[config.mk]
export PLATFORM = sky130hd
export DESIGN_NAME = cv32e40p_ex_stage_mc
export DESIGN_NICKNAME = d
export VERILOG_FILES = /design/src/rtl/cv32e40p_ex_stage_mc.sv
export SDC_FILE = /design/constraint.sdc
export NUM_CORES = 1
export LEC_CHECK = 0
export CORE_MARGIN = 3
export CORE_UTILIZATION = 65
export DETAILED_ROUTE_END_ITERATION = 8
export DONT_BUFFER_PORTS = 1
export HOLD_SLACK_MARGIN = 0.15
export PLACE_DENSITY = 0.87
export SYNTH_ARGS = -nofsm -noshare
export SYNTH_HDL_FRONTEND = slang
export SYNTH_SLANG_ARGS = --single-unit
[constraint.sdc]
create_clock -name clk -period 5.4 [get_ports clk]
set_clock_uncertainty 0.1 [all_clocks]
set_input_delay 1.08 -clock clk [delete_from_list [all_inputs] [get_ports clk]]
set_output_delay 1.08 -clock clk [all_outputs]
set_load 0.05 [all_outputs]
[src/rtl/cv32e40p_ex_stage_mc.sv]
// Execute stage: single-cycle ALU, optional iterative shift-add multiplier, EX/WB pipeline register.
// Define CV32E40P_EX_MUL_EN to build the multi-cycle multiplier; otherwise MUL completes with wb_err_o=1.
module cv32e40p_ex_stage_mc #(
    parameter int DATA_W = 32,
    parameter int ADDR_W = 6
) (
    input  logic              clk,
    input  logic              rst_n,
    input  logic [2:0]        op_i,
    input  logic [DATA_W-1:0] operand_a_i,
    input  logic [DATA_W-1:0] operand_b_i,
    input  logic [DATA_W-1:0] operand_c_i,
    input  logic              we_i,
    input  logic [ADDR_W-1:0] waddr_i,
    input  logic              id_valid_i,
    output logic              ex_ready_o,
    input  logic              flush_i,
    output logic              branch_decision_o,
    output logic [DATA_W-1:0] jump_target_o,
    output logic              fw_we_o,
    output logic [ADDR_W-1:0] fw_waddr_o,
    output logic [DATA_W-1:0] fw_wdata_o,
    output logic              wb_valid_o,
    input  logic              wb_ready_i,
    output logic              wb_we_o,
    output logic [ADDR_W-1:0] wb_waddr_o,
    output logic [DATA_W-1:0] wb_wdata_o,
    output logic              wb_err_o
);

    localparam logic [2:0] OP_ADD  = 3'b000;
    localparam logic [2:0] OP_SUB  = 3'b001;
    localparam logic [2:0] OP_AND  = 3'b010;
    localparam logic [2:0] OP_OR   = 3'b011;
    localparam logic [2:0] OP_XOR  = 3'b100;
    localparam logic [2:0] OP_SLTU = 3'b101;
    localparam logic [2:0] OP_MUL  = 3'b110;
    localparam logic [2:0] OP_PASS = 3'b111;

    logic              r_wb_valid;
    logic              r_wb_we;
    logic [ADDR_W-1:0] r_wb_waddr;
    logic [DATA_W-1:0] r_wb_wdata;
    logic              r_wb_err;

    logic [DATA_W-1:0] w_sc_result;
    logic              w_wb_free;
    logic              w_is_mul;
    logic              w_accept;
    logic              w_wr;
    logic              w_wr_we;
    logic [ADDR_W-1:0] w_wr_waddr;
    logic [DATA_W-1:0] w_wr_data;
    logic              w_wr_err;

    always_comb begin
        w_sc_result = '0;
        case (op_i)
            OP_ADD:  w_sc_result = operand_a_i + operand_b_i;
            OP_SUB:  w_sc_result = operand_a_i - operand_b_i;
            OP_AND:  w_sc_result = operand_a_i & operand_b_i;
            OP_OR:   w_sc_result = operand_a_i | operand_b_i;
            OP_XOR:  w_sc_result = operand_a_i ^ operand_b_i;
            OP_SLTU: w_sc_result = {{(DATA_W-1){1'b0}}, (operand_a_i < operand_b_i)};
            OP_PASS: w_sc_result = operand_c_i;
            default: w_sc_result = '0;
        endcase
    end

    assign w_wb_free = !r_wb_valid || wb_ready_i;
    assign w_is_mul  = (op_i == OP_MUL);
    assign w_accept  = id_valid_i && ex_ready_o;

`ifdef CV32E40P_EX_MUL_EN
    typedef enum logic [1:0] {IDLE, MUL_BUSY, MUL_DONE} state_t;

    localparam int CNT_W = (DATA_W > 1) ? $clog2(DATA_W) : 1;
    localparam logic [CNT_W-1:0] CNT_LAST = CNT_W'(DATA_W - 1);
    localparam logic [CNT_W-1:0] CNT_ONE  = CNT_W'(1);

    state_t            r_state;
    state_t            w_state_next;
    logic [CNT_W-1:0]  r_cnt;
    logic [DATA_W-1:0] r_mcand;
    logic [DATA_W-1:0] r_mplier;
    logic [DATA_W-1:0] r_acc;
    logic              r_mul_we;
    logic [ADDR_W-1:0] r_mul_waddr;
    logic              w_mul_wr;

    assign ex_ready_o = (r_state == IDLE) && w_wb_free && !flush_i;

    always_ff @(posedge clk or negedge rst_n) begin
        if (!rst_n) begin
            r_state <= IDLE;
        end else begin
            r_state <= w_state_next;
        end
    end

    always_comb begin
        w_state_next = r_state;
        w_mul_wr     = 1'b0;
        case (r_state)
            IDLE: begin
                if (w_accept && w_is_mul) w_state_next = MUL_BUSY;
            end
            MUL_BUSY: begin
                if (flush_i)                w_state_next = IDLE;
                else if (r_cnt == CNT_LAST) w_state_next = MUL_DONE;
            end
            MUL_DONE: begin
                if (flush_i) begin
                    w_state_next = IDLE;
                end else if (w_wb_free) begin
                    w_mul_wr     = 1'b1;
                    w_state_next = IDLE;
                end
            end
            default: w_state_next = IDLE;
        endcase
    end

    // Only the low DATA_W product bits are kept, so the multiplicand may shift out freely.
    always_ff @(posedge clk or negedge rst_n) begin
        if (!rst_n) begin
            r_cnt       <= '0;
            r_mcand     <= '0;
            r_mplier    <= '0;
            r_acc       <= '0;
            r_mul_we    <= 1'b0;
            r_mul_waddr <= '0;
        end else if (w_accept && w_is_mul) begin
            r_cnt       <= '0;
            r_mcand     <= operand_a_i;
            r_mplier    <= operand_b_i;
            r_acc       <= '0;
            r_mul_we    <= we_i;
            r_mul_waddr <= waddr_i;
        end else if (r_state == MUL_BUSY) begin
            if (r_mplier[0]) r_acc <= r_acc + r_mcand;
            r_mcand  <= r_mcand << 1;
            r_mplier <= r_mplier >> 1;
            r_cnt    <= r_cnt + CNT_ONE;
        end
    end

    assign w_wr       = (w_accept && !w_is_mul) || w_mul_wr;
    assign w_wr_we    = w_mul_wr ? r_mul_we    : we_i;
    assign w_wr_waddr = w_mul_wr ? r_mul_waddr : waddr_i;
    assign w_wr_data  = w_mul_wr ? r_acc       : w_sc_result;
    assign w_wr_err   = 1'b0;
`else
    // Without the multiplier MUL is retired immediately as an error with a zero result.
    assign ex_ready_o = w_wb_free && !flush_i;
    assign w_wr       = w_accept;
    assign w_wr_we    = we_i;
    assign w_wr_waddr = waddr_i;
    assign w_wr_data  = w_sc_result;
    assign w_wr_err   = w_is_mul;
`endif

    always_ff @(posedge clk or negedge rst_n) begin
        if (!rst_n) begin
            r_wb_valid <= 1'b0;
            r_wb_we    <= 1'b0;
            r_wb_waddr <= '0;
            r_wb_wdata <= '0;
            r_wb_err   <= 1'b0;
        end else if (w_wr) begin
            r_wb_valid <= 1'b1;
            r_wb_we    <= w_wr_we;
            r_wb_wdata <= w_wr_data;
            r_wb_err   <= w_wr_err;
            if (w_wr_we) r_wb_waddr <= w_wr_waddr;
        end else if (wb_ready_i) begin
            r_wb_valid <= 1'b0;
        end
    end

    assign branch_decision_o = (operand_a_i == operand_b_i);
    assign jump_target_o     = operand_c_i;
    assign fw_we_o           = w_accept && we_i && !w_is_mul;
    assign fw_waddr_o        = waddr_i;
    assign fw_wdata_o        = w_sc_result;

    assign wb_valid_o = r_wb_valid;
    assign wb_we_o    = r_wb_we;
    assign wb_waddr_o = r_wb_waddr;
    assign wb_wdata_o = r_wb_wdata;
    assign wb_err_o   = r_wb_err;

endmodule

### After elaboration in Yosys (flattened, before gate mapping)

Index checks and enable logic that the tools add are counted.
Widths: inputs -> output; s select.

* bits in registers: 41
* input bits: 111
* output and inout bits: 114
* logic and storage cells: 33

* $add $sub $neg: 2
* magnitude comparators: 1
* equal/unequal tests: 8
* muxes and demuxes: 3
* bitwise operators: 3
* reduce and logical (&&, ||, !) cells: 11

Operator list (count)
* $pmux 32 s7: 1
* $add 32x32->32: 1
* $and 32x32->32: 1
* $eq 32x32->1: 1
* $lt 32x32->1: 1
* $or 32x32->32: 1
* $sub 32x32->32: 1
* $xor 32x32->32: 1
* $eq 3x3->1 const B: 4
* $eq 3x2->1 const B: 2
* $logic_and 1x1->1: 4
* $eq 3x1->1 const B: 1
* $logic_not 1->1: 3
* $logic_not 3->1: 1
* $mux 1: 2
* $reduce_and 2->1: 1
* $reduce_bool 2->1: 1
* $logic_or 1x1->1: 1

### Logic depth before layout (Yosys ltp)

Gate-level depths: netlist of the first run.

* depth after elaboration: 6
* depth in mapped cells: 13
* gate-level depth less buffers: 13

### Worst setup path before layout of the first run

OpenSTA, ideal clock, no wires.

* kind: input to output
* start: input operand_a_i[0]
* end: output fw_wdata_o[16]
* arrival time: 4.449 ns
* required time: 4.220 ns
* setup slack: -0.229 ns
* stages on the path: 10
* buffers on the path: 0
* path through: inv_1 -> ha_1 -> inv_1 -> fa_1 -> nor2b_1 -> o21ai_1 -> a31oi_1 -> o311ai_0 -> nand3_1 -> o311ai_0

* longest elaborated chain between the ends: 2
* elaborated cells on any way between the ends: 3
* those cells by class: add/sub: 2; mux: 1

RTL lines
* start: declaration: RTL line 10 `input logic [DATA_W-1:0] operand_a_i,`
* $sub 32x32->32 / $add 32x32->32 (equally long branches): RTL line 60, 59
* $pmux 32 s7 *: RTL line 58 `case (op_i)`
* end: declaration: RTL line 22 `output logic [DATA_W-1:0] fw_wdata_o,`

Every way passes the cells marked *; elsewhere a longest branch is shown, timed or not.

### Final worst setup path of the first run

* start: input operand_b_i[16]
* end: output fw_wdata_o[28]

* longest elaborated chain between the ends: 2
* elaborated cells on any way between the ends: 3
* those cells by class: add/sub: 2; mux: 1

RTL lines
* start: declaration: RTL line 11 `input logic [DATA_W-1:0] operand_b_i,`
* $sub 32x32->32 / $add 32x32->32 (equally long branches): RTL line 60, 59
* $pmux 32 s7 *: RTL line 58

Marks and branches as above.

==> results.txt, run 1 <==
Worst path buffer plus inverter count -> 2
DRC -> 0
Largest net degree at the start of global routing -> 64
Post-synthesis cell count -> 1107
Initial Util -> 67.9%
WS Path Type -> in2out
IO buf count -> 0
Synth area leader -> ha_1
Vias in the first global route -> 8351
Clock transition at path regs -> 0.07 ns
Post-synth top area share -> 15.9%
CP Data Required Time -> 4.22 ns
Crit start category -> primary input
Register area -> 1030 sq um
Die H -> 117 microns
Unrepaired setup endpoints after global routing -> no
Area of the multi-input gates -> 6010 sq um
Post-DRT Antenna Nets -> 0
Clk_lat worst skew -> 0.30 ns
Register area share after synthesis -> 12.9%
Least-Margin Pin Slew -> 1.01 ns
Post-DP HPWL -> 21200 microns
DR vias -> 8840
Share of cells above drive strength 1 -> 13.0%
Hold-fix buffers at CTS -> 0
Largest stage delay, worst path -> 0.65 ns
Met1 Wirelength -> 10200 microns
Pleak -> 3.79 nW
Antenna cell count -> 0
Routed wl met3 -> 3550 microns
Worst Path Max Fanout -> 12
Slew HR -> 32.1%
CTS tree -> yes
Final hold vios -> 0
TritonCTS Sinks -> 41
Fin area -> 8270 sq um
Routed wire length -> 28000 microns
Setup TNS -> 0 ns
Uppermost layer routed -> met4
Number of I/O pins -> 225
Asr flop ratio synth -> 100%
CP top delay family -> simple AND/OR/NAND/NOR gates
Placed instance area -> 8060 sq um
CORE AREA -> 11700 sq um
Avg Inst Size Synth -> 7.19 sq um
Maxcap violations -> 0
Die extent in x -> 117 microns
Crit share post-route -> 96.9%
Predominant post-synthesis flop cell -> dfrtp_1
Vias per cell -> 7.25
Row count -> 39
Cts bufs inserted -> 5
Run status -> complete, no violations
Pwr/cell area -> 236 nW/um^2
First-pass GRT wire length -> 42000 microns
EDFF count, synth -> 0
Slew Viols, Final -> 0
Crit path DAT -> 4.05 ns
Layout fillers -> 981
CTS Buffer Depth -> 2
Overall Global Routing Usage -> 38.9%
Post-synthesis register bit count -> 41
Die ar. -> 13600 sq um
Fin Hold WS -> 0.367 ns
Synth unique cells -> 85
1st-pass router iterations -> 6
1st-iter DRT viols -> 1069
Crit end category -> output port
Fin nets -> 1290
Crit path cell chain -> inv_1 -> ha_1 -> or4_1 -> nor4_2 -> nand4_1 -> o21ai_0 -> o21bai_1 -> a21oi_1 -> o21ba_2 -> nand2_1 -> buf_12
Mapped Area -> 7950 sq um
H-tree levels -> 2
Area grow syn2layout -> 3.98%
Syn_nets -> 1321
Met2 routed WL -> 12400 microns
Post-DR wirelength/cell -> 23.0 microns
Synth top area cells -> ha_1 16%, dfrtp_1 13%, a21oi_1 6.0%, nor2_1 5.3%, inv_1 4.6%
Post-layout min period -> 5.23 ns
Worst vdd ir -> 282 uV
Total gr overflow -> 0
Final setup viols -> 0
RePlAce Congestion -> 1.04
Hold WC Path Type -> in2async
Initial antenna violation count -> 0
Slowest-stage cell, CP -> or4_1
Fmax -> 0.191 GHz
Synth Warn # -> 0
Root buffer cell -> clkbuf_16
## synth_stat cells, types with 13 or more instances
cell type	number
a22oi_1	13
clkbuf_1	41
a21o_1	13
a31oi_1	13
buf_4	47
a21oi_1	95
nor3_1	28
dfrtp_1	41
nand2_1	91
o21bai_1	17
nor2_1	113
mux2_2	25
ha_1	101
o211ai_1	17
o21ai_0	62
inv_1	97
nand3_1	23
a211oi_1	20
## layout make-up
cell class,count,area share (%)
multi-input cells,860,72.7
flip-flops and latches,41,12.4
repair buffers,68,6.37
inverters,100,4.54
well taps,143,2.16
clock buffers,5,1.51
clock inverters,3,0.303
## cell usage in the layout (no fill, tap or decap), types with 11 or more instances in the layout
cell type and count:
nor2_1 113, ha_1 100, inv_1 96, a21oi_1 95
nand2_1 91, buf_4 66, o21ai_0 59, dfrtp_1 41
nor3_1 28, mux2_2 25, nand3_1 23, a211oi_1 20
o211ai_1 17, o21bai_1 17, a22oi_1 13, a21o_1 13
xnor2_1 12, a221oi_1 12, a31oi_1 12, nor2b_1 11
nand4_1 11
## timing repair
action / CTS / global route
gates resized for setup: 0 / 10
setup buffers: 0 / 4
endpoints found under the hold margin: 0 / 0
endpoints found under the setup margin: 0 / 3
## path summary, 6_finish.rpt
path,start,endpoint,slack [ns],depth (start not counted)
max,operand_b_i[16],fw_wdata_o[28],0.17,11
min,rst_n,wb_wdata_o[29],0.37,0
max reg2reg,wb_valid_o,wb_wdata_o[26],2.74,6
min reg2reg,wb_err_o,wb_err_o,0.69,2
max in group asynchronous,rst_n,wb_wdata_o[14],4.74,0
min in group clk,wb_err_o,wb_err_o,0.69,2
## power breakdown
group	switching, mW	total [mW]	leakage, nW	internal (mW)
clock network	0.147	0.321	0.0704	0.174
logic	0.611	0.953	3.22	0.341
registers	0.307	0.678	0.500	0.372
total	1.06	1.95	3.79	0.887
## flip-flops by register name (all words and copies together) (netlist names)
name,flops
wb_we_o,1
wb_valid_o,1
wb_wdata_o,32
wb_waddr_o,6
wb_err_o,1
## kinds of logic (layout without fill, tap and decap cells)
logic type,after synthesis,after routing,synth area share (%)
AO/OA/AOI/OAI,374,374,32.6
AND/OR/NAND/NOR,336,336,19.9
flip-flops,41,41,12.9
buffers and inverters,206,176,12.1
multiplexers,34,34,4.67
adder cells (fa/ha/maj),103,103,16.4
XOR/XNOR,13,13,1.43
## metrics by stage
stage / power [mW] / utilization [%] / worst slack [ns] / cells
2_1_floorplan: 1.43 / - / 0.152 / 1107
5_1_grt: 2.03 / 70.6 / 0.000550 / 1220
4_1_cts: 1.91 / 70.1 / 0.146 / 1216
6_report: 1.95 / 70.6 / 0.169 / 1220
3_3_place_gp: 1.58 / 68.8 / 0.260 / 1208
3_5_place_dp: 1.59 / 68.8 / 0.187 / 1208
## metal layers
metal  vias up  GRT usage (%)
li1       3898              -
met1      4002           48.1
met2       756           61.7
met3       184           9.79
met4         0           21.8
met5         -              0
Note: power is estimated with default switching activity, not from simulation.
==> run 2, diff against run 1 <==
- BUFFER_PORTS_ARGS: default -> -buffer_cell sky130_fd_sc_hd__buf_2
- CORE_UTILIZATION: 65 -> 55
- DONT_BUFFER_PORTS: 1 -> default
- PLACE_DENSITY: 0.87 -> 0.9
==> run 2 against run 1 <==
  * Routed wire length increased by 8.6%
  * Non-clock buffer count increased by 227
  * Power increased by 12%
  * Via count increased by 8.5%
  * Sequential share of layout area decreased by 1.6 points
  * Design area increased by 15%
  * Utilization decreased by 2.8 points
  * Fmax decreased by 1.5%
  * Clock power about the same
  * Critical endpoint is now fw_wdata_o[0]
  * Largest cell class unchanged
==> results.txt, run 2 (same netlist as run 1, synthesis figures left out) <==
Final setup viols -> 0 (unchanged)
Fmax -> 0.188 GHz (-1.5%)
Sw Pwr -> 1.18 mW (+11%)
Crit path DAT -> 4.13 ns (+0.08 ns)
Clk_lat worst skew -> 0.29 ns (about the same)
First-pass GRT wire length -> 46700 microns (+11%)
CP Data Required Time -> 4.22 ns (about the same)
H-tree levels -> 2 (unchanged)
TritonCTS Sinks -> 41 (unchanged)
Vias in the first global route -> 8938 (+7.0%)
Switching share of power -> 54.0% (-0.54 points)
Antenna cell count -> 0 (unchanged)
Int Pwr -> 1.01 mW (+14%)
Layout fillers -> 1206 (+23%)
CTS tree -> yes
Post-layout min period -> 5.31 ns (+0.0804 ns)
Crit end category -> output port
Total gr overflow -> 0 (unchanged)
Fin nets -> 1517 (+18%)
Worst path buffer plus inverter count -> 3 (+1)
Slowest-stage cell, CP -> or4_1
Slew HR -> 39.5% (+7.3 points)
DRC -> 0 (unchanged)
CP top delay family -> simple AND/OR/NAND/NOR gates
Run status -> complete, no violations
Pwr/cell area -> 231 nW/um^2 (-2.1%)
1st-pass router iterations -> 8 (+2)
Setup TNS -> 0 ns (unchanged)
Post-DP HPWL -> 24200 microns (+14%)
Cts bufs inserted -> 5 (unchanged)
Fin Hold WS -> 0.377 ns (+0.0103 ns)
Initial antenna violation count -> 1 (+1)
Comb pwr share -> 66.4% (+18 points)
RePlAce Congestion -> 1.04 (-0.36%)
Most frequent cells in the layout -> 222 x buf_2, 113 x nor2_1, 100 x ha_1, 96 x inv_1, 95 x a21oi_1
DR vias -> 9589 (+8.5%)
Hold WC Path Type -> reg2reg
Initial Util -> 56.9% (-11 points)
CTS Buffer Depth -> 2 (unchanged)
Largest net degree at the start of global routing -> 42 (-34%)
Flop pwr share -> 18.8% (-16 points)
Commonest non-fill, non-tap cell in the layout -> buf_2
Share of cells above drive strength 1 -> 28.1% (+15 points)
Post-DRT Antenna Nets -> 0 (unchanged)
Hold-fix buffers at CTS -> 0 (unchanged)
Vias per cell -> 6.46 (-11%)
Least-Margin Pin Slew -> 0.908 ns (-0.106 ns)
Overall Global Routing Usage -> 35.8% (-3.0 points)
Die extent in x -> 126 microns (+8.3%)
Crit start category -> primary input
Die H -> 126 microns (+8.3%)
Worst vdd ir -> 208 uV (-26%)
Maxcap violations -> 0 (unchanged)
Worst Path Max Fanout -> 11 (-1)
Number of I/O pins -> 225 (unchanged)
Final Power -> 2.19 mW (+12%)
Largest stage delay, worst path -> 0.69 ns (+0.04 ns)
Clk network pwr share -> 14.7% (-1.8 points)
Die ar. -> 15900 sq um (+17%)
Crit path cell chain -> buf_2 -> inv_1 -> ha_1 -> or4_1 -> nor4_2 -> nand4_1 -> o21ai_0 -> o21bai_1 -> a21oi_1 -> o221ai_1 -> buf_2
Root buffer cell -> clkbuf_16
Dpl ws -> 0.0792 ns (-0.108 ns)
Most used cell along the critical path -> buf_2
Final hold vios -> 0 (unchanged)
Largest register FFs -> 32 (unchanged)
WS Path Type -> in2out
IO buf count -> 224 (+224)
CORE AREA -> 14000 sq um (+19%)
Area grow syn2layout -> 19.3%
Pleak -> 4.72 nW (+25%)
Final worst slack -> 0.0882 ns (-0.0804 ns)
Clock transition at path regs -> 0.06 ns (about the same)
Slew Viols, Final -> 0 (unchanged)
Row count -> 43 (+10%)
Routed wire length -> 30400 microns (+8.6%)
Post-DR wirelength/cell -> 20.5 microns (-11%)
1st-iter DRT viols -> 1000 (-6.5%)
Crit share post-route -> 98.4% (+1.5 points)
-- run 2: power groups by stage --
stage / combinational [mW] / sequential [mW] / clock (mW)
finish: 1.46 / 0.413 / 0.323
global route: 1.54 / 0.421 / 0.333
CTS: 1.42 / 0.412 / 0.322
detailed placement: 1.41 / 0.417 / 0
global placement: 1.39 / 0.412 / 0
floorplan: 0.768 / 0.663 / 0
-- run 2: stage by stage --
stage / util [%] / instances / instance area [sq um]
floorplan: - / 1107 / 7950
global placement: 65.7 / 1469 / 9190
detailed placement: 65.7 / 1469 / 9190
CTS: 66.8 / 1477 / 9350
global route: 67.8 / 1484 / 9490
finish: 67.8 / 1484 / 9490
-- run 2: timing repair --
| item | 4_1_cts | 5_1_grt |
|---|---|---|
| hold endpoints to repair | 0 | 0 |
| setup endpoints to repair | 0 | 9 |
| resized for setup | 0 | 20 |
| buffers inserted | 0 | 7 |
-- run 2: area by class of cell --
cell class / instances / area [sq um] / area share [%]
clock buffer: 7 / 153 / 1.61
inverter: 100 / 375 / 3.96
multi-input combinational: 860 / 6040 / 63.7
timing repair buffer: 295 / 1660 / 17.5
clock inverter: 1 / 5.00 / 0.0528
tap: 180 / 225 / 2.37
sequential: 41 / 1030 / 10.8
-- run 2: metal layers --
layer	global-route usage, %	vias up	wire, microns
met3	5.73	152	2730
li1	-	4354	-
met5	0	-	16
met2	59.4	610	14100
met1	45.5	4471	11700
met4	17.0	2	1850
-- run 2: final timing paths --
path                            slack (ns)  depth (start not counted)            start              to
max in group asynchronous             3.81                          1            rst_n      wb_valid_o
worst max-delay path                  0.09                         11  operand_a_i[15]   fw_wdata_o[0]
worst min register to register        0.38                          2   wb_wdata_o[25]  wb_wdata_o[25]
worst min-delay path                  0.38                          2   wb_wdata_o[25]  wb_wdata_o[25]
min in group asynchronous             0.82                          1            rst_n   wb_wdata_o[8]
worst max register to register        3.12                          5       wb_valid_o  wb_wdata_o[26]
-- run 2: worst register-to-register path: stages, from the launching register on --
cell and delay [ns]:
dfrtp_1 0.39, a21oi_1 0.27, nand2_1 0.49, nor2_1 0.61, o2bb2ai_1 0.19, a221o_1 0.17
==> run 3, diff against run 2 <==
- CORE_ASPECT_RATIO: default -> 1.4
- CTS_BUF_LIST: default -> sky130_fd_sc_hd__clkbuf_16
==> run 3 against run 2 <==
  * Die area grew 0.13%
  * Routed wire length is 3.7% higher
  * Via count up 0.77%
  * Global-route usage increased by 1.5 points
==> results.txt, run 3 (same netlist as run 1, synthesis figures left out) <==
Post-DP HPWL -> 24700 microns (+2.1%)
Maxcap violations -> 0 (unchanged)
Final hold vios -> 0 (unchanged)
Fin Hold WS -> 0.380 ns (+0.00343 ns)
CTS tree -> yes
Row count -> 51 (+19%)
Cts bufs inserted -> 5 (unchanged)
Area grow syn2layout -> 20.0%
Pwr/cell area -> 240 nW/um^2 (+3.8%)
Fin area -> 9540 sq um (+0.59%)
Die extent in x -> 108 microns (-15%)
TritonCTS Sinks -> 41 (unchanged)
Vias in the first global route -> 9237 (+3.3%)
Clock transition at path regs -> 0.07 ns (about the same)
Largest stage delay, worst path -> 0.53 ns (-0.16 ns)
Most frequent cells in the layout -> 223 x buf_2, 113 x nor2_1, 98 x ha_1, 95 x inv_1, 95 x a21oi_1
Fin nets -> 1517 (unchanged)
Post-layout min period -> 5.33 ns (+0.0202 ns)
Crit end category -> output port
Root buffer cell -> clkbuf_16
Clk_lat worst skew -> 0.29 ns (about the same)
CORE AREA -> 14000 sq um (+0.36%)
Crit path DAT -> 4.15 ns (+0.02 ns)
Hold-fix buffers at CTS -> 0 (unchanged)
WS Path Type -> in2out
Slew HR -> 32.4% (-7.1 points)
Vias per cell -> 6.49 (+0.43%)
Die H -> 148 microns (+17%)
Post-DRT Antenna Nets -> 0 (unchanged)
Final setup viols -> 0 (unchanged)
IO buf count -> 224 (unchanged)
Placed instance area -> 9230 sq um (+0.48%)
Worst vdd ir -> 184 uV (-12%)
First-pass GRT wire length -> 47700 microns (+2.2%)
Antenna cell count -> 0 (unchanged)
Crit path cell chain -> buf_2 -> inv_1 -> ha_1 -> buf_4 -> inv_2 -> o211ai_1 -> a31oi_4 -> o41a_1 -> o41a_1 -> a221oi_2 -> mux2i_1 -> a21o_1 -> buf_6
Overall Global Routing Usage -> 37.3% (+1.5 points)
H-tree levels -> 2 (unchanged)
Post-DR wirelength/cell -> 21.2 microns (+3.3%)
Slew Viols, Final -> 0 (unchanged)
Hold WC Path Type -> reg2reg
Die ar. -> 16000 sq um (+0.13%)
Crit start category -> primary input
Commonest non-fill, non-tap cell in the layout -> buf_2
Run status -> complete, no violations
Crit share post-route -> 98.7% (+0.37 points)
Pleak -> 4.74 nW (+0.34%)
1st-pass router iterations -> 6 (-2)
1st-iter DRT viols -> 960 (-4.0%)
Routed wire length -> 31600 microns (+3.7%)
RePlAce Congestion -> 1.06 (+2.1%)
Least-Margin Pin Slew -> 1.01 ns (+0.106 ns)
Slowest-stage cell, CP -> o41a_1
Fmax -> 0.188 GHz (-0.38%)
Worst Path Max Fanout -> 7 (-4)
CP Data Required Time -> 4.22 ns (about the same)
Total gr overflow -> 0 (unchanged)
Initial antenna violation count -> 0 (-1)
DR vias -> 9663 (+0.77%)
DRC -> 0 (unchanged)
Most used cell along the critical path -> o41a_1
Setup TNS -> 0 ns (unchanged)
Largest net degree at the start of global routing -> 42 (unchanged)
CTS Buffer Depth -> 2 (unchanged)
Initial Util -> 56.7% (-0.20 points)
Layout fillers -> 1249 (+3.6%)
Largest register FFs -> 32 (unchanged)
Share of cells above drive strength 1 -> 28.4% (+0.23 points)
Number of I/O pins -> 225 (unchanged)
-- run 3: cell types whose count changed in the layout (fill, tap and decap cells not counted), moves of 2 or more --
| cell | delta |
|---|---|
| o21ai_1 | +2 |
| bufinv_16 | +2 |
| ha_1 | -2 |
| clkbuf_8 | -2 |
| ha_2 | +2 |
| o21ai_2 | -2 |
-- run 3: metrics by stage --
stage	setup WS, ns	std cells	utilization [%]	power, mW
6_report	0.0681	1489	68.0	2.29
5_1_grt	-0.0331	1489	68.0	2.38
4_1_cts	0.0104	1487	67.2	2.24
3_5_place_dp	0.0275	1479	65.8	1.83
3_3_place_gp	0.119	1479	65.8	1.81
2_1_floorplan	0.152	1107	-	1.43
-- run 3: final timing paths --
| path | startpoint | endpoint | slack [ns] | cells after the start |
|---|---|---|---|---|
| max in group asynchronous | rst_n | wb_wdata_o[25] | 3.72 | 1 |
| setup reg to reg | wb_valid_o | wb_wdata_o[26] | 2.90 | 5 |
| hold reg to reg | wb_wdata_o[2] | wb_wdata_o[2] | 0.38 | 2 |
| setup / recovery | operand_a_i[5] | fw_wdata_o[30] | 0.07 | 13 |
| hold / removal | wb_wdata_o[2] | wb_wdata_o[2] | 0.38 | 2 |
| min in group asynchronous | rst_n | wb_wdata_o[10] | 0.86 | 1 |
-- run 3: metal layers --
layer	GRT usage, %	wire (microns)	up-vias
li1	-	-	4369
met1	41.3	10900	4491
met2	64.5	15300	609
met3	4.82	2410	194
met4	27.5	2940	0
met5	0	0	-
-- run 3: worst max-delay path: cells and delay by family --
family | cells | cell delay (ns)
AOI/OAI and AO/OA | 6 | 1.87
adders and majority gates | 1 | 0.41
buffers and inverters | 5 | 0.55
muxes | 1 | 0.22
-- run 3: repair_timing --
| item | 4_1_cts | 5_1_grt |
|---|---|---|
| setup endpoints to repair | 0 | 9 |
| resized for setup | 0 | 24 |
| buffers inserted | 0 | 2 |
-- run 3: power by group --
group	leakage, nW	total, mW	switching [mW]	internal (mW)
logic	4.14	1.46	1.03	0.433
registers	0.500	0.412	0.0353	0.376
clock network	0.0944	0.417	0.149	0.267
-- run 3: layout make-up --
| type | instances | area (sq um) | share of cell area [%] |
|---|---|---|---|
| Tap cell | 185 | 231 | 2.43 |
| Timing Repair Buffer | 295 | 1660 | 17.4 |
| Multi-Input combinational cell | 860 | 6060 | 63.5 |
| Sequential cell | 41 | 1030 | 10.8 |
| Inverter | 100 | 375 | 3.93 |
| Clock inverter | 3 | 68.8 | 0.721 |
| Clock buffer | 5 | 125 | 1.31 |
